**src/rtl/mux_pipe_stage_if.sv**
```systemverilog
// Handshake bundle for mux_pipe_stage: upstream select/offer side and downstream
// result side. The stage itself takes the slave modport.
interface mux_pipe_stage_if #(
  parameter int WIDTH  = 64,
  parameter int NUM_IN = 4,
  parameter int SEL_W  = 2,
  parameter int CNT_W  = 16
);
  logic [NUM_IN*WIDTH-1:0] in_data;
  logic [SEL_W-1:0]        in_sel;
  logic                    in_valid;
  logic                    in_ready;
  logic                    flush;
  logic [WIDTH-1:0]        out_data;
  logic                    out_sel_err;
  logic                    out_valid;
  logic                    out_ready;
  logic [CNT_W-1:0]        xfer_cnt;

  modport slave (
    input  in_data, in_sel, in_valid, flush, out_ready,
    output in_ready, out_data, out_sel_err, out_valid, xfer_cnt
  );

  modport master (
    output in_data, in_sel, in_valid, flush, out_ready,
    input  in_ready, out_data, out_sel_err, out_valid, xfer_cnt
  );
endinterface

```
**src/rtl/mux_pipe_stage.sv**
```systemverilog
// Registered N-way select with a 2-entry (main + skid) output buffer, flush and
// a free-running output transfer counter.
//
//   state   | meaning
//   --------+---------------------------------------------
//   S_EMPTY | no beat held; out_valid low
//   S_ONE   | main holds a beat; skid empty
//   S_FULL  | main and skid both hold beats; in_ready low
module mux_pipe_stage #(
  parameter int WIDTH  = 64,
  parameter int NUM_IN = 4,
  parameter int SEL_W  = 2,
  parameter int CNT_W  = 16
) (
  input logic               clk,
  input logic               rst_n,
  mux_pipe_stage_if.slave   bus
);

  typedef enum logic [1:0] {
    S_EMPTY = 2'd0,
    S_ONE   = 2'd1,
    S_FULL  = 2'd2
  } state_t;

  state_t            r_state;
  state_t            w_state_nxt;
  logic [WIDTH-1:0]  r_main_data;
  logic              r_main_err;
  logic [WIDTH-1:0]  r_skid_data;
  logic              r_skid_err;
  logic [CNT_W-1:0]  r_cnt;

  logic [WIDTH-1:0]  w_sel_data;
  logic              w_sel_err;
  logic              w_accept;
  logic              w_xfer;
  logic              w_load_in;
  logic              w_load_skid;
  logic              w_skid_to_main;

  // Out-of-range selects yield zero data with the error flag set.
  always_comb begin
    w_sel_data = '0;
    w_sel_err  = 1'b1;
    for (int k = 0; k < NUM_IN; k++) begin
      if (bus.in_sel == SEL_W'(k)) begin
        w_sel_data = bus.in_data[k*WIDTH +: WIDTH];
        w_sel_err  = 1'b0;
      end
    end
  end

  assign bus.in_ready    = rst_n & (r_state != S_FULL);
  assign bus.out_valid   = (r_state != S_EMPTY);
  assign bus.out_data    = r_main_data;
  assign bus.out_sel_err = r_main_err;
  assign bus.xfer_cnt    = r_cnt;

  assign w_accept = bus.in_valid & bus.in_ready;
  assign w_xfer   = bus.out_valid & bus.out_ready;

  always_comb begin
    w_state_nxt    = r_state;
    w_load_in      = 1'b0;
    w_load_skid    = 1'b0;
    w_skid_to_main = 1'b0;
    if (bus.flush) begin
      w_state_nxt = S_EMPTY;
    end else begin
      case (r_state)
        S_EMPTY: begin
          if (w_accept) begin
            w_state_nxt = S_ONE;
            w_load_in   = 1'b1;
          end
        end
        S_ONE: begin
          if (w_accept && w_xfer) begin
            w_load_in = 1'b1;
          end else if (w_accept) begin
            w_state_nxt = S_FULL;
            w_load_skid = 1'b1;
          end else if (w_xfer) begin
            w_state_nxt = S_EMPTY;
          end
        end
        S_FULL: begin
          if (w_xfer) begin
            w_state_nxt    = S_ONE;
            w_skid_to_main = 1'b1;
          end
        end
        default: w_state_nxt = S_EMPTY;
      endcase
    end
  end

  always_ff @(posedge clk or negedge rst_n) begin
    if (!rst_n) begin
      r_state <= S_EMPTY;
    end else begin
      r_state <= w_state_nxt;
    end
  end

  // Main register keeps its contents across a flush; only validity is dropped.
  always_ff @(posedge clk or negedge rst_n) begin
    if (!rst_n) begin
      r_main_data <= '0;
      r_main_err  <= 1'b0;
    end else if (w_load_in) begin
      r_main_data <= w_sel_data;
      r_main_err  <= w_sel_err;
    end else if (w_skid_to_main) begin
      r_main_data <= r_skid_data;
      r_main_err  <= r_skid_err;
    end
  end

  always_ff @(posedge clk or negedge rst_n) begin
    if (!rst_n) begin
      r_skid_data <= '0;
      r_skid_err  <= 1'b0;
    end else if (bus.flush) begin
      r_skid_data <= '0;
      r_skid_err  <= 1'b0;
    end else if (w_load_skid) begin
      r_skid_data <= w_sel_data;
      r_skid_err  <= w_sel_err;
    end
  end

  always_ff @(posedge clk or negedge rst_n) begin
    if (!rst_n) begin
      r_cnt <= '0;
    end else if (w_xfer) begin
      r_cnt <= r_cnt + CNT_W'(1);
    end
  end

endmodule
```
**src/flat_wrapper.sv**
```systemverilog
// flat-port wrapper written by rule: the top's interface ports become plain ports
module mux_pipe_stage_flat 
#(
  parameter int WIDTH  = 64,
  parameter int NUM_IN = 4,
  parameter int SEL_W  = 2,
  parameter int CNT_W  = 16
)
  (clk, rst_n, bus_in_data, bus_in_sel, bus_in_valid, bus_flush, bus_out_ready, bus_in_ready, bus_out_data, bus_out_sel_err, bus_out_valid, bus_xfer_cnt);
  mux_pipe_stage_if #(.WIDTH(WIDTH), .NUM_IN(NUM_IN), .SEL_W(SEL_W), .CNT_W(CNT_W)) bus_i ();
  input logic clk;
  input logic rst_n;
  input wire logic [$bits(bus_i.in_data)-1:0] bus_in_data;
  input wire logic [$bits(bus_i.in_sel)-1:0] bus_in_sel;
  input wire logic [$bits(bus_i.in_valid)-1:0] bus_in_valid;
  input wire logic [$bits(bus_i.flush)-1:0] bus_flush;
  input wire logic [$bits(bus_i.out_ready)-1:0] bus_out_ready;
  output wire logic [$bits(bus_i.in_ready)-1:0] bus_in_ready;
  output wire logic [$bits(bus_i.out_data)-1:0] bus_out_data;
  output wire logic [$bits(bus_i.out_sel_err)-1:0] bus_out_sel_err;
  output wire logic [$bits(bus_i.out_valid)-1:0] bus_out_valid;
  output wire logic [$bits(bus_i.xfer_cnt)-1:0] bus_xfer_cnt;
  assign bus_i.in_data = bus_in_data;
  assign bus_i.in_sel = bus_in_sel;
  assign bus_i.in_valid = bus_in_valid;
  assign bus_i.flush = bus_flush;
  assign bus_i.out_ready = bus_out_ready;
  assign bus_in_ready = bus_i.in_ready;
  assign bus_out_data = bus_i.out_data;
  assign bus_out_sel_err = bus_i.out_sel_err;
  assign bus_out_valid = bus_i.out_valid;
  assign bus_xfer_cnt = bus_i.xfer_cnt;
  mux_pipe_stage #(.WIDTH(WIDTH), .NUM_IN(NUM_IN), .SEL_W(SEL_W), .CNT_W(CNT_W)) u_core (.clk(clk), .rst_n(rst_n), .bus(bus_i));
endmodule
```
**config.mk**
```make
export PLATFORM = sky130hd
export DESIGN_NAME = mux_pipe_stage_flat
export DESIGN_NICKNAME = d
export VERILOG_FILES = /design/src/rtl/mux_pipe_stage_if.sv /design/src/rtl/mux_pipe_stage.sv /design/src/flat_wrapper.sv
export SDC_FILE = /design/constraint.sdc
export NUM_CORES = 1
export LEC_CHECK = 0
export CAP_MARGIN = 15
export CORE_MARGIN = 5
export CORE_UTILIZATION = 35
export CTS_CLUSTER_SIZE = 8
export DETAILED_ROUTE_END_ITERATION = 16
export MAX_ROUTING_LAYER = met4
export PLACE_DENSITY = 0.72
export SETUP_SLACK_MARGIN = 0.05
export SLEW_MARGIN = 10
export SYNTH_ARGS = -nofsm -noshare
export SYNTH_HDL_FRONTEND = slang
export SYNTH_SLANG_ARGS = --single-unit
```
**constraint.sdc**
```tcl
create_clock -name clk -period 1.5 [get_ports clk]
set_input_delay 0.45 -clock clk [delete_from_list [all_inputs] [get_ports clk]]
set_output_delay 0.45 -clock clk [all_outputs]
set_load 0.02 [all_outputs]
```
After elaboration in Yosys (flattened, before gate mapping):

Cells that the tools add are included.

* flip-flop bits (word level): 148
* input port bits: 263

* add/subtract/negate cells: 1
* equal/unequal tests: 10
* mux-type cells: 33
* bitwise logic cells: 3
* reduce and logical (&&, ||, !) cells: 7

Operators with widths (number)
* $mux W64: 8
* $mux W1: 17
* $add A16 B1 Y16 const B: 1
* $mux W2: 6
* $eq A2 B2 Y1 const B: 3
* $ne A3 B2 Y1 const B: 2
* $pmux W2 S3: 1
* $reduce_bool A2 Y1: 3
* $eq A2 B1 Y1 const B: 2
* $logic_not A2 Y1: 2
* $ne A4 B2 Y1 const B: 1
* $reduce_and A4 Y1: 1
* $and A1 B1 Y1: 3
* $ne A3 B3 Y1 const B: 1
* $ne A2 B2 Y1 const B: 1
* $pmux W1 S2: 1
* $logic_and A1 B1 Y1: 1

Logic depth before layout (Yosys ltp):

* word-level depth: 9
* mapped depth: 6

Worst setup path after synthesis:

OpenSTA, ideal clock, no wires.

* path type: input-to-reg
* from: input port bus_in_sel[0]
* to: register u_core.r_main_data[22] (netlist: u_core.bus.out_data[22])
* arrival time: 1.671 ns
* data required time: 1.359 ns
* slack: -0.312 ns
* cell stages on the path: 6
* buffers on the path: 3
* cells stage by stage: buf_4 buf_6 buf_4 mux4_2 nor2_1 a31oi_1

* word-level cells in the longest chain between the ends: 6
* elaborated cells on any way between the ends: 9
* those cells by class: eq/ne (3); mux (5); reduce/logical (1)

Ends and longest elaborated chain
* start: declaration: line flat_wrapper.sv:14 `input wire logic [$bits(bus_i.in_sel)-1:0] bus_in_sel;`
* $logic_not A2 Y1: line mux_pipe_stage.sv:47 `if (bus.in_sel == SEL_W'(k)) begin`
* $mux W64 (3 in a row): line mux_pipe_stage.sv:47
* $mux W64 (*): line mux_pipe_stage.sv:47
* $mux W64 (*): line mux_pipe_stage.sv:112 `end else if (w_load_in) begin`
* end signal: assignment: line mux_pipe_stage.sv:113 `r_main_data <= w_sel_data;`
* end signal: assignment: line mux_pipe_stage.sv:116 `r_main_data <= r_skid_data;`
* end: declaration: line mux_pipe_stage.sv:28 `logic [WIDTH-1:0] r_main_data;`

Mark *: on every way between the ends. The rest lies on a longest branch, timed or not.
A chain may end at the register's enable or synchronous reset.

Final worst setup path:

* from: input port bus_in_valid
* to: register u_core.r_main_data[37] (netlist: u_core.bus.out_data[37])

* word-level cells in the longest chain between the ends: 6
* elaborated cells on any way between the ends: 8
* those cells by class: mux (5); bitwise (1); reduce/logical (2)

Ends and longest elaborated chain
* start: declaration: line flat_wrapper.sv:15 `input wire logic [$bits(bus_i.in_valid)-1:0] bus_in_valid;`
* $and A1 B1 Y1 (*): line mux_pipe_stage.sv:60 `assign w_accept = bus.in_valid & bus.in_ready;`
* $logic_and A1 B1 Y1: line mux_pipe_stage.sv:79 `if (w_accept && w_xfer) begin`
* $mux W1: line mux_pipe_stage.sv:79
* $pmux W1 S2 (*): line mux_pipe_stage.sv:71 `case (r_state)`
* $mux W1 (*): line mux_pipe_stage.sv:68 `if (bus.flush) begin`
* $mux W64 or $reduce_bool A2 Y1 (tied branches)

Marked as above.

==> metrics.md <==
| Metric | Value |
|---|---|
| Status | `finished, violations left` |
| Violated checks | `setup timing` |
| RD Place Congestion | `between 0.8 and 0.9` |
| WL/cell | `between 20 and 25 um` |
| Clock tree buffer depth | `2` |
| Die H | `between 150 and 200 um` |
| PortBufs | `345` |
| DR DRC count | `0` |
| Critical path arrival | `2.14 ns` |
| Max-slew violations | `0` |
| CTS tree | `yes` |
| Yosys warns | `0` |
| Antenna Nets Post-Route | `0` |
| Logic pwr share | `30.7%` |
| Hold Crit Class | `in2async` |
| Avg Inst Size Synth | `11.0 um^2` |
| CP Launch Type | `primary input` |
| CP delay by family, top | `buffers and inverters` |
| Rows | `54` |
| Synth Cell Area | `7810 um^2` |
| Number of synthesized register bits | `148` |
| First-pass GRT wire length | `about 44 mm` |
| Starting Density | `between 30% and 40%` |
| WP buf/inv | `3` |
| Layout Cells excl Fill | `between 1000 and 1500` |
| Placed cells | `roughly 1300` |
| Period utilisation layout | `118%` |
| Total CTS buffers | `17` |
| Full die area | `roughly 25000 um^2` |
| Total Wirelength | `between 20 and 30 mm` |
| Post-DR vias/cell | `~5.2` |
| Worst-Skew Late Latency | `about 0.42 ns` |
| TritonRoute pass-1 iters | `4` |
| Vias in the first global route | `7822` |
| Minimum clock period | `between 1.5 and 2 ns` |
| Largest net degree at the start of global routing | `110` |
| Slew @ Worst Pin | `around 0.7 ns` |
| GRT Overall Usage | `between 20% and 30%` |
| CTS Sinks | `approximately 150` |
| Via count | `7553` |
| Max_slew headroom | `52.4%` |
| Crit-path slowest cell | `clkdlybuf4s50_1` |
| Leak | `about 0.0057 uW` |
| Crit path kind | `in2reg` |
| Clock Power Share | `around 34%` |
| Post-synth top area share | `a little under half` |
| Setup ws final | `-0.275 ns` |
| Clock slew at reported path FFs | `about 0.07 ns` |
| Net Count, Synth | `around 970` |
| Top cell type by total area after synthesis | `dfrtp_1` |
| Nets | `around 1400` |
| Largest stage delay on the critical path | `roughly 0.55 ns` |
| Worst r2r path cells | `7` |
| Detailed Place HPWL | `between 15 and 20 mm` |
| Number of synthesized flops with an enable pin | `0` |
| Cell Pwr Density | `between 900 and 1000 nW/um^2` |
| Core ar. | `between 20000 and 25000 um^2` |
| Crit-path cells | `clkdlybuf4s50_1, nand3b_4, or3_4, nand2_8, buf_12, buf_12, o221a_2` |
| Clk root buf | `clkbuf_16` |
| Crit-path max FO | `9` |
| Final clock skew | `about 0.0085 ns` |
| Internal power | `between 9000 and 10000 uW` |
| CP required | `around 1.9 ns` |
| Aggregate global routing overflow | `0` |
| Distinct cells, synth | `39` |
| Area Overhead vs Synth | `80.0%` |
| Die Wd | `159 um` |
| Synth Flop Type | `dfrtp_1` |
| RSZ-0062 raised after global routing | `true` |
| Synth Instances | `just over 700` |
| Synth top area cells | `dfrtp_1, mux4_2, nand2_1` |
| Initial antenna violation count | `1` |
| Layout cells sized above 1 | `37.0%` |
| CTS H-tree depth | `4` |
| P_sw | `between 3000 and 4000 uW` |
| Crit. path cell count | `7` |
| Worst VDD drop | `0.609 mV` |
| Setup violators final | `roughly 130` |
| Switching Share | `slightly below 30%` |
| Register share of total power | `35.7%` |
| Max cap viols | `0` |
| Most used cell, CP | `buf_12` |
| Hold Worst Slack | `0.111 ns` |
| Fmax | `around 560 MHz` |
| Sequential area share after synthesis | `between 40% and 50%` |
| Final Hold Fails | `0` |
| Ys async rst share | `100%` |
| I/O pins | `approximately 350` |
| Crit end category | `flip-flop` |
| Initial drt markers | `~350` |
## kinds of logic after synthesis
group                      after synthesis  synth area share (%)
and+or+nand+nor                        285                  16.3
adders and majority gates                1                 0.160
muxes                                   64                  18.5
AOI/OAI and AO/OA                      136                  12.2
buffers and inverters                   61                  3.85
xor gates and xnor gates                15                  1.68
DFF                                    148                  47.4
## stage by stage
stage	total power [uW]	utilization, %	setup TNS [ns]	area, um^2	worst slack, ns
global placement	8470	54.9	-78.68	12000	-0.717
finish	13500	64.2	-17.89	14100	-0.275
CTS	12900	59.0	-15.91	12900	-0.248
detailed placement	8520	54.9	-82.59	12000	-0.741
global route	14100	64.2	-24.20	14100	-0.301
floorplan	6390	-	-7.37	7910	-0.135
## path summary, 6_finish.rpt
path	start	to	slack (ns)
max	bus_in_valid	u_core.bus.out_data[37]$_DFFE_PN0P_	-0.28
min	rst_n	u_core.r_skid_data[35]$_DFFE_PN0P_	0.11
max reg2reg	u_core.r_state[0]$_DFFE_PN0P_	u_core.bus.out_data[37]$_DFFE_PN0P_	-0.26
min reg2reg	u_core.bus.out_data[10]$_DFFE_PN0P_	u_core.bus.out_data[10]$_DFFE_PN0P_	0.51
max in group asynchronous	rst_n	u_core.bus.out_data[22]$_DFFE_PN0P_	0.41
min in group clk	u_core.bus.out_data[10]$_DFFE_PN0P_	u_core.bus.out_data[10]$_DFFE_PN0P_	0.51
## layout make-up
class | instances | area [um^2]
multi-input cells | 501 | 4200
diodes | 1 | 2.50
fillers | 1730 | 7840
clock inverters | 12 | 169
clock buffers | 20 | 457
flip-flops and latches | 148 | 3710
well taps | 280 | 350
repair buffers | 476 | 5170
inverters | 1 | 3.75
## registers in the layout, indices dropped and copies added, names as in the netlist
name / count
u_core.bus.out_data: 64
u_core.r_skid_data: 64
u_core.bus.xfer_cnt: 16
u_core.r_state: 2
u_core.bus.out_sel_err: 1
u_core.r_skid_err: 1
## placed cells by master (no fill, tap or decap), drive strengths merged, types with 16 or more instances in the layout
master,count
nor3,16
o221a,36
a21oi,68
a31oi,16
mux4,64
clkbuf,27
nand2,175
nand2b,39
buf,208
dfrtp,148
clkdlybuf4s50,257
nor2,34
## cells in the mapped netlist (2+ instances only)
library cell / n
nand2_1: 174
dfrtp_1: 148
a21oi_1: 68
mux4_2: 64
nand2b_1: 39
o221a_2: 35
nor2_1: 34
clkbuf_1: 21
buf_2: 18
a31oi_1: 16
nor3_1: 16
buf_1: 12
o22ai_1: 12
xnor2_1: 12
buf_4: 5
buf_6: 4
nand4_1: 4
nand3_1: 3
xor2_1: 3
and2_1: 2
nor2b_1: 2
## layer usage
metal | wire [um] | share of wire (%) | vias to the layer above | GRT usage (%)
met3 | 1590 | 5.4 | 23 | 4.12
met4 | 388 | 1.3 | 0 | 5.58
met2 | 15400 | 52 | 285 | 37.7
met1 | 12200 | 41 | 3793 | 27.9
met5 | 0 | 0 | - | -
li1 | - | - | 3452 | -
## power by group through the flow
stage	logic [uW]	registers, uW	clock network (uW)
after floorplan	1070	5320	0
after detailed placement	3710	4810	0
after global routing	4410	4880	4800
final	4150	4830	4540
after global placement	3650	4820	0
after CTS	3520	4760	4600
## repair_timing
item                                    in CTS  in global routing
pin swaps                                    2                 13
cloned                                      10                  9
endpoints found under the setup margin     215                210
hold buffers                                 1                  0
resized for setup                          388                199
endpoints found under the hold margin       11                  0
buffers inserted                            22                 32
(Power assumes the default switching activity.)
